--- src/rtl/fifo_rd_pkg.sv ---
// fifo_rd_pkg: shared constants and types for the FIFO read-side streamer.
//   SKID_DEPTH : number of words the output skid buffer can hold
//   OCC_W      : width of the skid occupancy count (0..SKID_DEPTH)
//   BEAT_W     : width of the burst beat counter
//   fifo_rd_state_t : streamer control state (IDLE / RUN / DRAIN)
package fifo_rd_pkg;

  localparam int SKID_DEPTH = 2;
  localparam int OCC_W      = $clog2(SKID_DEPTH + 1);
  localparam int BEAT_W     = 8;

  typedef enum logic [1:0] {
    IDLE  = 2'd0,
    RUN   = 2'd1,
    DRAIN = 2'd2
  } fifo_rd_state_t;

endpackage

--- src/rtl/fifo_rd_skid.sv ---
// fifo_rd_skid: two-entry register buffer that catches words arriving from
// the FIFO RAM one cycle after the read strobe and presents them in order.
//
// Ports:
//   clk        in   clock
//   reset      in   synchronous active-high reset
//   push       in   write push_data at the tail this cycle
//   push_data  in   word to store
//   pop        in   remove the head word this cycle (ignored when empty)
//   occ        out  number of stored words, 0..SKID_DEPTH
//   head_valid out  head entry holds a word (occ != 0)
//   head_data  out  head word (entry 0)
//
// Entry 0 is always the head, so the head data comes straight from a flop.
// A push while full with no pop is dropped; the read issue logic upstream
// never lets that happen.
module fifo_rd_skid
  import fifo_rd_pkg::*;
#(
  parameter int DWIDTH = 8
) (
  input  logic              clk,
  input  logic              reset,
  input  logic              push,
  input  logic [DWIDTH-1:0] push_data,
  input  logic              pop,
  output logic [OCC_W-1:0]  occ,
  output logic              head_valid,
  output logic [DWIDTH-1:0] head_data
);

  typedef logic [OCC_W-1:0] occ_t;

  logic [DWIDTH-1:0] entry0_q;
  logic [DWIDTH-1:0] entry1_q;
  occ_t              occ_q;
  logic              pop_eff;

  assign pop_eff = pop & (occ_q != occ_t'(0));

  always_ff @(posedge clk) begin
    if (reset) begin
      entry0_q <= '0;
      entry1_q <= '0;
      occ_q    <= '0;
    end else begin
      unique case ({push, pop_eff})
        2'b10: begin
          if (occ_q == occ_t'(0)) begin
            entry0_q <= push_data;
            occ_q    <= occ_q + occ_t'(1);
          end else if (occ_q == occ_t'(1)) begin
            entry1_q <= push_data;
            occ_q    <= occ_q + occ_t'(1);
          end
        end
        2'b01: begin
          entry0_q <= entry1_q;
          occ_q    <= occ_q - occ_t'(1);
        end
        2'b11: begin
          // Simultaneous push and pop: occupancy unchanged, order kept.
          if (occ_q == occ_t'(1)) begin
            entry0_q <= push_data;
          end else begin
            entry0_q <= entry1_q;
            entry1_q <= push_data;
          end
        end
        default: begin
        end
      endcase
    end
  end

  assign occ        = occ_q;
  assign head_valid = (occ_q != occ_t'(0));
  assign head_data  = entry0_q;

endmodule

--- src/rtl/fifo_rd_streamer.sv ---
// fifo_rd_streamer: read-side engine for the dual-clock FIFO. Issues FIFO
// reads from the empty flag, absorbs the one-cycle RAM read latency in a
// two-entry skid buffer and presents the words as a valid/ready stream with
// burst framing (m_last on every BURST-th word).
//
// Parameters:
//   DWIDTH  data word width (matches the FIFO)
//   BURST   words per burst, 1..256
//
// Ports:
//   rd_clk      in   FIFO read clock
//   reset       in   synchronous active-high reset
//   enable      in   permits new FIFO reads when high
//   fifo_empty  in   FIFO empty flag
//   fifo_read   out  FIFO read strobe, one word per high cycle
//   fifo_q      in   FIFO read data, valid the cycle after fifo_read
//   m_valid     out  output word valid
//   m_ready     in   downstream accepts the word
//   m_data      out  output word
//   m_last      out  last word of the current burst
//   busy        out  a read is in flight or the skid buffer holds words
//   state       out  current control state (debug visibility)
//   pop_count   out  [FIFO_RD_STATS_EN only] accepted words, wrapping
//   stall_count out  [FIFO_RD_STATS_EN only] cycles with m_valid & ~m_ready
//
// Optional feature macro: FIFO_RD_STATS_EN adds the two statistics counters.
//
// Handshake: a word transfers on every rd_clk edge where m_valid and m_ready
// are both high; once m_valid is high, m_valid/m_data/m_last hold until that
// transfer, and m_valid never depends on m_ready.
module fifo_rd_streamer
  import fifo_rd_pkg::*;
#(
  parameter int DWIDTH = 8,
  parameter int BURST  = 16
) (
  input  logic              rd_clk,
  input  logic              reset,
  input  logic              enable,
  input  logic              fifo_empty,
  output logic              fifo_read,
  input  logic [DWIDTH-1:0] fifo_q,
  output logic              m_valid,
  input  logic              m_ready,
  output logic [DWIDTH-1:0] m_data,
  output logic              m_last,
  output logic              busy,
  output fifo_rd_state_t    state
`ifdef FIFO_RD_STATS_EN
  ,
  output logic [31:0]       pop_count,
  output logic [31:0]       stall_count
`endif
);

  typedef logic [OCC_W:0]    commit_t;
  typedef logic [BEAT_W-1:0] beat_t;

  localparam beat_t LAST_BEAT = beat_t'(BURST - 1);

  logic             inflight_q;
  logic [OCC_W-1:0] occ;
  logic             pop;
  commit_t          committed;
  commit_t          limit;
  beat_t            beat_q;
  fifo_rd_state_t   state_q;
  fifo_rd_state_t   state_d;

  assign pop = m_valid & m_ready;

  // Words already owned by the streamer (buffered plus in flight), less the
  // one leaving this cycle, must stay below the buffer depth so the word a
  // new read returns next cycle always has a slot.
  assign committed = commit_t'(occ) + commit_t'(inflight_q);
  assign limit     = commit_t'(SKID_DEPTH) + commit_t'(pop);
  assign fifo_read = enable & ~fifo_empty & (committed < limit);

  always_ff @(posedge rd_clk) begin
    if (reset) begin
      inflight_q <= 1'b0;
    end else begin
      inflight_q <= fifo_read;
    end
  end

  fifo_rd_skid #(
    .DWIDTH(DWIDTH)
  ) u_skid (
    .clk       (rd_clk),
    .reset     (reset),
    .push      (inflight_q),
    .push_data (fifo_q),
    .pop       (pop),
    .occ       (occ),
    .head_valid(m_valid),
    .head_data (m_data)
  );

  assign busy = inflight_q | (occ != '0);

  // Beat counter survives enable going low so a burst resumes mid-way.
  always_ff @(posedge rd_clk) begin
    if (reset) begin
      beat_q <= '0;
    end else if (pop) begin
      if (beat_q == LAST_BEAT) begin
        beat_q <= '0;
      end else begin
        beat_q <= beat_q + beat_t'(1);
      end
    end
  end

  // Qualified by m_valid so the flag is low whenever no word is presented.
  assign m_last = m_valid & (beat_q == LAST_BEAT);

  always_ff @(posedge rd_clk) begin
    if (reset) begin
      state_q <= IDLE;
    end else begin
      state_q <= state_d;
    end
  end

  always_comb begin
    state_d = state_q;
    unique case (state_q)
      IDLE: begin
        if (fifo_read) begin
          state_d = RUN;
        end
      end
      RUN: begin
        if (!enable) begin
          state_d = busy ? DRAIN : IDLE;
        end else if (!busy && !fifo_read) begin
          state_d = IDLE;
        end
      end
      DRAIN: begin
        if (enable) begin
          state_d = RUN;
        end else if (!busy) begin
          state_d = IDLE;
        end
      end
      default: state_d = IDLE;
    endcase
  end

  assign state = state_q;

`ifdef FIFO_RD_STATS_EN
  logic [31:0] pop_count_q;
  logic [31:0] stall_count_q;

  always_ff @(posedge rd_clk) begin
    if (reset) begin
      pop_count_q   <= '0;
      stall_count_q <= '0;
    end else begin
      if (pop) begin
        pop_count_q <= pop_count_q + 32'd1;
      end
      if (m_valid && !m_ready) begin
        stall_count_q <= stall_count_q + 32'd1;
      end
    end
  end

  assign pop_count   = pop_count_q;
  assign stall_count = stall_count_q;
`endif

endmodule

--- config.mk ---
export PLATFORM = sky130hd
export DESIGN_NAME = fifo_rd_streamer
export DESIGN_NICKNAME = d
export VERILOG_FILES = /design/src/rtl/fifo_rd_pkg.sv /design/src/rtl/fifo_rd_skid.sv /design/src/rtl/fifo_rd_streamer.sv
export SDC_FILE = /design/constraint.sdc
export NUM_CORES = 1
export LEC_CHECK = 0
export CAP_MARGIN = 20
export CELL_PAD_IN_SITES_DETAIL_PLACEMENT = 1
export CELL_PAD_IN_SITES_GLOBAL_PLACEMENT = 1
export CORE_MARGIN = 1.5
export CORE_UTILIZATION = 30
export DETAILED_ROUTE_END_ITERATION = 10
export PLACE_DENSITY_LB_ADDON = 0.2
export SYNTH_ARGS = -nofsm -noshare
export SYNTH_HDL_FRONTEND = slang
export SYNTH_SLANG_ARGS = --single-unit
--- constraint.sdc ---
create_clock -name rd_clk -period 2.1 [get_ports rd_clk]
set_input_delay 0.525 -clock rd_clk [delete_from_list [all_inputs] [get_ports rd_clk]]
set_output_delay 0.525 -clock rd_clk [all_outputs]
set_load 0.01 [all_outputs]
==> metrics, run 1 <==
Synth Register Bits=29; Mapped Area=1490 um2; Die Wd=73.5 um; routed wire length=4220 um; PD cells=925 nW/um2; Clock Path Buffers=2; final worst slack=-0.208 ns; average wire per standard cell=14.9 um; unrepaired setup endpoints after global routing=true; Synth Area per Inst=8.92 um2; EDFF count, synth=0; CTS sink cnt=29; Fin. Hold Viols=0; largest net degree at the start of global routing=35; CTS H-Tree Depth=2; worst clock skew=0.00688 ns; post-synthesis sequential area ratio=39.0%; antenna viol nets, final=0; relative slew slack=77.8%; Die ar.=5400 um2; GRT Residual Overflow=0; CORE AREA=4750 um2; worst vdd ir=0.000366 V; Net Count, Synth=188; DIE HEIGHT=73.5 um; Leak=0.000801 uW; Total GRT Usage=17.0%; Synth Warn #=0; Iteration-0 DRC Markers=51; critical-path cell list=ha_4 > or3b_1 > a211o_1 > nor2_1 > buf_2; critical setup path kind=register to output port; CTS root buffer=clkbuf_8; DR vias=1,422; setup TNS=-0.258 ns; HP Class=register to register; vias per cell=5.02; Starting Density=31.3%; Clock transition at path regs=0.07 ns; # DRC=0; DR pass1 iterations=4; top cells by area, synth=dfxtp_1 39%, nand2b_1 8.4%, ha_1 6.7%; crit path time final=2.31 ns; distinct cell type count of the synthesized netlist=33; failing checks=setup timing; CP Launch Type=register; area growth from synthesis to layout=42.6%; GP Congestion=0.760; Synth Flop Type=dfxtp_1; maximum clock rate=433 MHz; layout cell share with drive strength beyond 1=23.1%; vias in the first global route=1,483; Final setup viols=2; hold_ws=0.474 ns; Worst Tran Pin Value=0.324 ns; clk_lat worst skew=0.28 ns; ys async rst share=0%; Critical Path AT=1.78 ns; maxcap violations=0; status=complete, but fails checks; worst-path fanout max=2; Ports=27; critical path's slowest cell=or3b_1; Max Slew Vio Count=0; required time of the critical path=1.57 ns; HPWL after detailed placement=3070 um; TritonCTS clock tree=built; initial antenna violation count=0; Pwr Total=1970 uW; Synth top area share=39.0%; CTS Buf Count=5; Port Buf Inserts=26; first-pass GRT wire length=6970 um; Mapped Cells=167; Final Net Count=236; Ant. Diodes=0; highest cell delay on the worst timing path=0.37 ns; post-route clock period utilization=110%; post-synth top area cell=dfxtp_1; hold_buf cts=0; FP Rows=25; crit path capture type=output port
## Yosys cell counts (2+ instances only)
cell       n
dfxtp_1   29
nand2b_1  20
nor2_1    13
nand3_1   11
o21ai_0   11
a311oi_1   9
inv_1      9
mux2i_1    9
a21oi_1    8
ha_1       8
clkbuf_1   5
xnor2_1    4
buf_2      3
or4_1      3
nand2_1    2
nand3b_1   2
nand4b_1   2
nor2b_1    2
o31ai_1    2
or3_1      2
## cells in the final DEF (no fill, tap or decap), types with 2 or more instances in the layout
master	synthesis	layout
dfxtp_1	29	26
clkinv_2	0	2
clkbuf_8	0	5
dfxtp_2	0	2
mux2i_1	9	9
a21oi_1	8	7
dlygate4sd2_1	0	3
or3_1	2	2
nand3b_1	2	2
xnor2_1	4	4
o21ai_0	11	11
a311oi_1	9	8
clkdlybuf4s50_1	0	21
nand3_1	11	11
inv_2	0	2
o31ai_1	2	2
nand2b_1	20	20
or4_1	3	3
ha_4	0	2
ha_1	8	5
nand4b_1	2	2
buf_4	0	23
nor2_1	13	13
inv_1	9	7
nand2_1	2	2
## kinds of logic (layout without fill, tap and decap cells)
group                      after synthesis  in the layout  share of synthesized area (%)
xor gates and xnor gates                 4              4                           2.35
AOI/OAI and AO/OA                       36             36                           16.5
DFF                                     29             29                           39.0
buffers and inverters                   18             67                           4.79
and+or+nand+nor                         62             62                           23.9
muxes                                   10             10                           6.80
adders and majority gates                8              8                           6.72
## sequential cells by signal, indices dropped and copies added (netlist names)
name              cells
inflight_q            1
u_skid.head_data      8
beat_q                8
state                 2
u_skid.entry1_q       8
u_skid.occ            2
## power breakdown
group	leakage (uW)	internal [uW]	switching, uW
registers	0.000237	635	50.1
logic	0.000520	425	402
clock network	0.0000439	228	226
## worst max-delay path: cells and delay by family, from the launching register on
kind                       cells  cell delay, ns
AOI/OAI and AO/OA              1            0.29
adders and majority gates      1            0.22
buffers and inverters          1            0.14
DFF                            1            0.34
and+or+nand+nor                2            0.50
## worst paths after layout
| kind | startpoint | endpoint | slack (ns) | cells past startpoint |
|---|---|---|---|---|
| worst min-delay path | u_skid.entry1_q[2]$_SDFFE_PP0P_ | u_skid.entry1_q[2]$_SDFFE_PP0P_ | 0.47 | 2 |
| worst min register to register | u_skid.entry1_q[2]$_SDFFE_PP0P_ | u_skid.entry1_q[2]$_SDFFE_PP0P_ | 0.47 | 2 |
| worst max register to register | u_skid.occ[0]$_SDFFE_PP0P_ | u_skid.occ[1]$_SDFFE_PP0P_ | 0.11 | 9 |
| worst max-delay path | inflight_q$_SDFF_PP0_ | fifo_read | -0.21 | 5 |
## timing repair
action	4_1_cts	5_1_grt
gates cloned	0	0
setup buffers	1	0
endpoints found under the setup margin	22	19
gates resized for setup	16	8
pin swaps	3	1
## through the flow
step                util (%)  std cells  cell area, um2  setup slack (ns)
floorplan                  -        167            1490            0.0418
finish                  44.7        283            2120            -0.208
detailed placement      41.7        274            1980            -0.784
global route            44.7        283            2120            -0.253
global placement        41.7        274            1980            -0.750
CTS                     44.1        283            2100            -0.235
## area by class of cell
class	count	area [um2]
clock inverters	3	17.5
fillers	578	2630
well taps	67	83.8
clock buffers	5	68.8
multi-input cells	120	888
inverters	9	33.8
repair buffers	50	445
flip-flops and latches	29	587
## routing by layer
| layer | global-route usage (%) | part of all wire, % |
|---|---|---|
| met5 | 0 | 0 |
| met4 | 8.02 | 1.9 |
| met1 | 19.3 | 43 |
| met3 | 3.43 | 2.4 |
| met2 | 30.0 | 53 |
No activity file was read; power rests on OpenSTA's default activity.
==> run 2: changes to the inputs <==
--- a/config.mk
+++ b/config.mk
@@ -12,6 +12,7 @@
 export CORE_UTILIZATION = 30
 export DETAILED_ROUTE_END_ITERATION = 10
 export PLACE_DENSITY_LB_ADDON = 0.2
+export SLEW_MARGIN = 20
 export SYNTH_ARGS = -nofsm -noshare
 export SYNTH_HDL_FRONTEND = slang
 export SYNTH_SLANG_ARGS = --single-unit
==> constraint.sdc (replaced) <==
create_clock -name rd_clk -period 2.9 [get_ports rd_clk]
set_input_delay 0.725 -clock rd_clk [delete_from_list [all_inputs] [get_ports rd_clk]]
set_output_delay 0.725 -clock rd_clk [all_outputs]
set_load 0.01 [all_outputs]
==> run 2 against run 1 <==
  * The flow now finishes without violations
  * Global-route usage is 0.37 points lower
  * Core utilization decreased by 3.4 points
  * First-iteration DRC count is 24% higher
  * Flip-flop and latch count unchanged
  * Critical path depth did not move
  * Routed wire length shrank 4.1%
  * Setup slack gained 0.31 ns
  * Critical path type is now input pin to output port
  * Critical endpoint unchanged
  * Largest power group unchanged
==> metrics, run 2 (same netlist as run 1, synthesis figures left out) <==
status=finished, final reports clean; hold_buf cts=0; Critical Path AT=2.07 ns; maxcap violations=0; TritonCTS clock tree=built; Worst Min Path Start=u_skid.entry1_q[4]$_SDFFE_PP0P_; clk_lat worst skew=0.28 ns; first-pass GRT wire length=6760 um; CTS H-Tree Depth=2; # DRC=0; internal power=882 uW; CTS sink cnt=29; dpl ws=-0.370 ns; largest net degree at the start of global routing=30; GP Congestion=0.814; maximum clock rate=357 MHz; Clock Path Buffers=2; HP Class=register to register; DIE HEIGHT=73.5 um; R2R Path Start=u_skid.occ[0]$_SDFFE_PP0P_; Clock power frac=23.7%; setup TNS=0 ns; Die Wd=73.5 um; unrepaired setup endpoints after global routing=false; antenna viol nets, final=0; CP Launch Type=input pin; Total GRT Usage=16.6%; Iteration-0 DRC Markers=63; Fin. Hold Viols=0; hold_ws=0.476 ns; vias in the first global route=1,457; Worst Tran Pin Value=0.898 ns; CORE AREA=4750 um2; DR vias=1,381; CTS Buf Count=5; relative slew slack=40.0%; Starting Density=31.3%; critical setup path kind=input pin to output port; area growth from synthesis to layout=31.8%; Ant. Diodes=0; critical path's slowest cell=clkdlybuf4s50_1; Final setup viols=0; vias per cell=5.10; Max Slew Vio Count=0; worst-path fanout max=2; Ports=27; most frequent cells in the layout=29 x dfxtp_1, 25 x clkdlybuf4s50_1, 20 x nand2b_1, 12 x nor2_1, 12 x buf_4; Final Non-Filler Cells=271; Port Buf Inserts=26; HPWL after detailed placement=3000 um; routed wire length=4040 um; FP Rows=25; Pwr Total=1320 uW; Reg power frac=37.4%; post-route clock period utilization=96.5%; initial antenna violation count=0; Final Net Count=224; Worst Setup SP=m_ready; GRT Residual Overflow=0; Clock transition at path regs=0.06 ns; average wire per standard cell=14.9 um; CP Buf/Inv Count=2; Die ar.=5400 um2; Switch Pwr=437 uW; worst vdd ir=0.000249 V; CTS root buffer=clkbuf_8; Sw Ratio=33.1%; Placed Cells=263; Logic pwr share=38.8%; worst clock skew=0.00386 ns; crit path time final=2.80 ns; crit path capture type=output port; critical-path cell list=clkdlybuf4s50_1 > or3b_1 > a211o_1 > nor2_2 > buf_2; PD cells=671 nW/um2; Leak=0.000723 uW; highest cell delay on the worst timing path=0.48 ns; cell family with most CP delay=buffers and inverters; DR pass1 iterations=4; final worst slack=0.102 ns; required time of the critical path=2.17 ns; commonest non-fill, non-tap cell in the layout=dfxtp_1; post-CTS setup buffer count=0; layout cell share with drive strength beyond 1=11.3%
run 2: changes by cell type in the layout (fill, tap and decap cells not counted), moves of 3 or more:
cell             previous run  this run
dlygate4sd2_1               3         0
ha_1                        5         8
buf_4                      23        12
clkbuf_1                    0         3
clkdlybuf4s50_1            21        25
dfxtp_1                    26        29
run 2: metal layers:
metal,GRT usage [%],vias to the layer above,wire length [um]
li1,-,667,-
met1,19.5,684,1750
met2,28.5,24,2070
met3,3.57,6,146
met4,7.82,0,74
met5,0,-,0
run 2: through the flow:
stage	util [%]	area, um2
finish	41.3	1960
floorplan	-	1490
detailed placement	39.7	1890
CTS	41.3	1960
global placement	39.7	1890
global route	41.3	1960
run 2: cell type report:
cell class / count / area [um2]
tap: 67 / 83.8
inverter: 9 / 33.8
fill: 570 / 2790
timing repair buffer: 38 / 345
multi-input combinational: 120 / 841
clock buffer: 8 / 80.1
sequential: 29 / 581
run 2: power groups by stage:
stage / combinational [uW] / clock (uW) / sequential, uW
after floorplan: 271 / 0 / 513
after global placement: 493 / 0 / 497
after detailed placement: 517 / 0 / 503
after CTS: 519 / 328 / 495
after global routing: 562 / 344 / 503
final: 512 / 313 / 493
run 2: timing repair:
| action | in CTS | in global routing |
|---|---|---|
| setup endpoints to repair | 1 | 1 |
| resized for setup | 4 | 1 |
| pin swaps | 1 | 0 |
run 2: worst paths after layout:
kind / to / slack [ns] / cells after the start
setup / recovery: fifo_read / 0.10 / 5
setup reg to reg: u_skid.head_data[5]$_SDFFE_PP0P_ / 0.59 / 8
hold reg to reg: u_skid.entry1_q[4]$_SDFFE_PP0P_ / 0.48 / 2
hold / removal: u_skid.entry1_q[4]$_SDFFE_PP0P_ / 0.48 / 2
run 2: worst register-to-register path: stages, from the launching register on:
cell	delay (ns)
dfxtp_1	0.36
inv_1	0.09
ha_1	0.21
buf_4	0.17
nor2b_1	0.31
ha_1	0.27
nand2b_1	0.36
nand3_1	0.13
a311oi_1	0.29
